--- config.mk ---
export PLATFORM = sky130hd
export DESIGN_NAME = bist_response_analyzer
export DESIGN_NICKNAME = d
export VERILOG_FILES = /design/src/rtl/bist_response_analyzer.sv
export SDC_FILE = /design/constraint.sdc
export NUM_CORES = 1
export LEC_CHECK = 0
export CORE_MARGIN = 4
export CORE_UTILIZATION = 51
export CTS_CLUSTER_DIAMETER = 40
export DETAILED_ROUTE_END_ITERATION = 6
export GPL_ROUTABILITY_DRIVEN = 0
export MAX_ROUTING_LAYER = met4
export PLACE_DENSITY = 0.78
export SYNTH_ARGS = -nofsm -noshare
export SYNTH_HDL_FRONTEND = slang
export SYNTH_SLANG_ARGS = --single-unit
export TNS_END_PERCENT = 100
--- constraint.sdc ---
create_clock -name clk -period 1.7 [get_ports clk]
set_clock_uncertainty 0.1 [all_clocks]
set_input_delay 0.51 -clock clk [delete_from_list [all_inputs] [get_ports clk]]
set_output_delay 0.51 -clock clk [all_outputs]
set_load 0.03 [all_outputs]
--- src/rtl/bist_response_analyzer.sv ---
// rtl/bist_response_analyzer.sv - scan BIST sequencer with serial-input MISR and golden compare (optional BIST_GOLDEN_IN_EN)
module bist_response_analyzer #(
  parameter int                   CHAIN_LEN    = 8,
  parameter int                   NUM_PATTERNS = 16,
  parameter int                   SIG_WIDTH    = 16,
  parameter logic [SIG_WIDTH-1:0] MISR_POLY    = 16'h1021,
  parameter logic [SIG_WIDTH-1:0] GOLDEN_SIG   = 16'h0000
) (
  input  logic                 clk,
  input  logic                 rst,
  input  logic                 start,
  input  logic                 scan_out,
`ifdef BIST_GOLDEN_IN_EN
  input  logic [SIG_WIDTH-1:0] golden_sig,
`endif
  output logic                 scan_en,
  output logic                 busy,
  output logic                 done,
  output logic                 pass,
  output logic [SIG_WIDTH-1:0] sig_out
);

  localparam int BW = $clog2(CHAIN_LEN) + 1;
  localparam int PW = $clog2(NUM_PATTERNS + 1) + 1;

  typedef enum logic [1:0] {
    S_IDLE    = 2'd0,
    S_SHIFT   = 2'd1,
    S_CAPTURE = 2'd2,
    S_DONE    = 2'd3
  } state_t;

  state_t               state;
  state_t               state_nxt;
  logic [BW-1:0]        bit_cnt;
  logic [PW-1:0]        pat_cnt;
  logic [SIG_WIDTH-1:0] misr;
  logic [SIG_WIDTH-1:0] misr_nxt;
  logic [SIG_WIDTH-1:0] golden;
  logic                 accept;
  logic                 last_bit;
  logic                 last_pat;

  assign last_bit = (bit_cnt == BW'(CHAIN_LEN - 1));
  assign last_pat = (pat_cnt == PW'(NUM_PATTERNS));

  // Galois-style MISR step: shift, fold the dropped MSB back through the taps, inject scan_out at bit 0
  always_comb begin
    misr_nxt    = (misr << 1) ^ (misr[SIG_WIDTH-1] ? MISR_POLY : '0);
    misr_nxt[0] = misr_nxt[0] ^ scan_out;
  end

  // State register
  always_ff @(posedge clk) begin
    if (rst) begin
      state <= S_IDLE;
    end else begin
      state <= state_nxt;
    end
  end

  // Next-state and Moore outputs; start is only accepted from IDLE or DONE
  always_comb begin
    state_nxt = state;
    scan_en   = 1'b0;
    busy      = 1'b0;
    done      = 1'b0;
    accept    = 1'b0;
    case (state)
      S_IDLE: begin
        if (start) begin
          accept    = 1'b1;
          state_nxt = S_SHIFT;
        end
      end
      S_SHIFT: begin
        scan_en = 1'b1;
        busy    = 1'b1;
        if (last_bit) begin
          state_nxt = last_pat ? S_DONE : S_CAPTURE;
        end
      end
      S_CAPTURE: begin
        busy      = 1'b1;
        state_nxt = S_SHIFT;
      end
      S_DONE: begin
        done = 1'b1;
        if (start) begin
          accept    = 1'b1;
          state_nxt = S_SHIFT;
        end
      end
      default: state_nxt = S_IDLE;
    endcase
  end

  // Datapath: MISR compaction on shift edges, bit/pattern counters, run restart clears everything
  always_ff @(posedge clk) begin
    if (rst) begin
      misr    <= '0;
      bit_cnt <= '0;
      pat_cnt <= '0;
    end else if (accept) begin
      misr    <= '0;
      bit_cnt <= '0;
      pat_cnt <= '0;
    end else begin
      case (state)
        S_SHIFT: begin
          misr    <= misr_nxt;
          bit_cnt <= last_bit ? '0 : bit_cnt + 1'b1;
        end
        S_CAPTURE: begin
          pat_cnt <= pat_cnt + 1'b1;
        end
        default: ;
      endcase
    end
  end

`ifdef BIST_GOLDEN_IN_EN
  logic [SIG_WIDTH-1:0] golden_q;

  // Golden value is latched when a run is accepted so later input changes cannot affect the verdict
  always_ff @(posedge clk) begin
    if (rst) begin
      golden_q <= '0;
    end else if (accept) begin
      golden_q <= golden_sig;
    end
  end

  assign golden = golden_q;
`else
  assign golden = GOLDEN_SIG;
`endif

  assign pass    = done && (misr == golden);
  assign sig_out = misr;

endmodule

==> impl_metrics.yaml <==
clock_network:
  htree_levels: 1
  clockBufferDepth: 2
  cts.hold.buffers_added: 0
  cts_buffers: 3
  clk_pin_slew_ns: 0.14
  cts.sinks: 28
  cts_tree: "done"
  clk_latency_ns: 0.31
  ctsRootBufferMaster: "clkbuf_4"
drt:
  drt_iter0_drc: 49
  ant_nets: 0
  vias: 1035
  met3_length_microns: 93
  met1Wirelength_microns: 1280
  routed.top_layer: "met4"
  drt_pass1_iterations: 4
  wl_per_cell_microns: 13.8
  met2WireLength_microns: 1380
  via_per_inst: 5.15
  wl_microns: 2770
  post-route-drc-count: 0
finish:
  area_growth_pct: 31.4
  drive_gt1_share_pct: 36.3
  diodes: 0
  finalNetCount: 182
  final_area_sq_um: 1730
sta:
  rsz0062_at_grt: "true"
  period_share_pct: 128
  finalHoldViolCount: 0
  slew_headroom_pct: 79.7
  worst_pin_slew_ns: 0.301
  fin_ws_ns: -0.470
  max_freq_ghz: 0.461
  layout_min_cycle_time_ns: 2.17
  setup_viol: 3
  final_max_slew_viol_count: 0
die:
  row_count: 18
  io_pins: 24
  die_area_sq_um: 3460
  fp.dieH_microns: 58.8
  initial_core_util_pct: 53.2
  fp.coreArea_sq_um: 2480
  die_w_microns: 58.8
placed_design:
  place_area_sq_um: 1640
  dpl_worst_slack_ns: -0.319
  dp.final_hpwl_microns: 2070
  port_buffers: 23
global_routing:
  grt_usage_pct: 18.5
  grt_pass1_wl_microns: 4810
  grt_max_degree: 26
  grt_pass1_vias: 1090
  antenna_found_initial: 0
  overflow: 0
critical_path:
  cp_slowest_stage_delay_ns: 0.38
  end_kind: "output port"
  crit_type: "reg -> out"
  cp.required_ns: 1.09
  crit_family: "simple AND/OR/NAND/NOR gates"
  slowest_stage: "dfxtp_2"
  critPathLaunchType: "register"
  cp.buffers_inverters: 1
  crit_chain: "ha_4 -> nor4b_4 -> nand4_1 -> nor4_4 -> buf_6"
  crit_arrival_ns: 1.56
  cp_max_fo: 2
pwr:
  pwr_density_cell_nw_per_um2: 669
  peakVddDrop_v: 0.000476
  power.leakage_nw: 0.716
yosys:
  netlist_instances: 142
  synth-seq-cells: 28
  avgSynthCellArea_sq_um: 9.28
  ys_types: 27
  synth-seq-area-share_pct: 42.5
  syn-num-nets: 152
  synth_warnings: 0
  syn-cell-area_sq_um: 1320
worst_hold_path:
  hp-class: "reg -> reg"
flow_run:
  cap_violations: 0
run_status:
  status: "complete, but fails checks"
  violations: "negative setup slack"
[cell families (layout without fill, tap and decap cells)]
kind of cell	count (synthesis)	after routing	share of synthesized area [%]
and+or+nand+nor	49	49	18.4
DFF	28	28	42.5
buffers and inverters	25	54	11.1
muxes	15	15	11.4
AOI/OAI and AO/OA	11	11	5.51
xor gates and xnor gates	8	8	5.32
adders and majority gates	6	6	5.70
[through the flow]
stage                     utilization, %  instances  power (mW)  TNS (ns)  hold WS [ns]
after CTS                           68.8        201        1.16    -0.861         0.408
after detailed placement            66.1        197       0.887    -0.373         0.391
after floorplan                        -        142       0.821    -0.311         0.341
final                               69.9        201        1.16    -0.781         0.395
after global placement              66.1        197       0.880    -0.268         0.349
after global routing                69.9        201        1.23     -1.08         0.428
[worst min-delay path, stage by stage, from the launching register on]
cell     delay, ns
dfxtp_1       0.34
nand2_1       0.06
a21oi_1       0.06
[registers in the layout (all words and copies together), names as in the netlist]
signal,cells
sig_out,16
state,2
bit_cnt,4
pat_cnt,6
[power by group]
group	total [mW]	switching, mW	leakage, nW	internal, mW
logic	0.215	0.117	0.472	0.0980
registers	0.678	0.0106	0.229	0.668
clock network	0.265	0.173	0.0150	0.0915
[layer usage]
metal / global-route usage [%] / vias up
met4: 4.53 / 0
met1: 22.8 / 491
met2: 30.9 / 16
met5: - / -
li1: - / 526
met3: 3.73 / 2
[worst paths after layout]
path                              endpoint  slack, ns  depth (start not counted)               startpoint
setup / recovery                      pass      -0.47                          5    state[1]$_SDFFE_PP0P_
hold reg to reg    bit_cnt[3]$_SDFFE_PP0P_       0.40                          2  bit_cnt[3]$_SDFFE_PP0P_
hold / removal     bit_cnt[3]$_SDFFE_PP0P_       0.40                          2  bit_cnt[3]$_SDFFE_PP0P_
setup reg to reg  sig_out[12]$_SDFFE_PP0P_       0.08                          8    state[0]$_SDFFE_PP0P_
[cells in the mapped netlist]
library cell   n  area (sq um)
dfxtp_1       28           561
nor2_1        24          90.1
mux2i_1       15           150
buf_4         13          97.6
nand2_1        7          26.3
ha_1           6          75.1
inv_1          6          22.5
a21oi_1        4          20.0
xnor2_1        4          35.0
xor2_1         4          35.0
a211oi_1       3          22.5
buf_2          3          15.0
clkbuf_1       3          11.3
nand4_1        3          18.8
nor4_1         3          18.8
nand2b_1       2          12.5
nor2b_1        2          12.5
nor4b_1        2          17.5
or3_1          2          12.5
a41oi_1        1          8.76
and3b_1        1          8.76
nand4_2        1          12.5
nor3_1         1          5.00
nor3b_1        1          7.51
o21a_1         1          7.51
o21ai_0        1          5.00
o221ai_1       1          8.76
[placed cells by master, fill, tap and decap left out, types with 2 or more instances in the layout]
cell type | netlist | layout
nand2_1 | 7 | 7
a21oi_1 | 4 | 4
nand2b_1 | 2 | 2
nand4_1 | 3 | 3
ha_1 | 6 | 3
buf_4 | 13 | 32
xor2_1 | 4 | 4
a211oi_1 | 3 | 2
mux2i_1 | 15 | 15
or3_1 | 2 | 2
buf_2 | 3 | 2
dfxtp_1 | 28 | 23
nor2_1 | 24 | 24
dfxtp_2 | 0 | 4
nor4_2 | 0 | 2
ha_4 | 0 | 3
nor2b_1 | 2 | 2
xnor2_1 | 4 | 4
clkdlybuf4s50_1 | 0 | 3
inv_1 | 6 | 5
clkbuf_4 | 0 | 3
buf_6 | 0 | 4
[layout make-up]
class	count	area (sq um)
Sequential cell	28	569
Inverter	6	22.5
Timing Repair Buffer	44	362
Fill cell	191	746
Tap cell	30	37.5
Clock buffer	4	26.3
Multi-Input combinational cell	89	714
[timing repair]
action | CTS | global route
gates resized for setup | 24 | 8
endpoints found under the setup margin | 8 | 8
cloned | 0 | 0
buffers inserted | 0 | 0
pin swaps | 3 | 2
No activity file was read; power rests on OpenSTA's default activity.
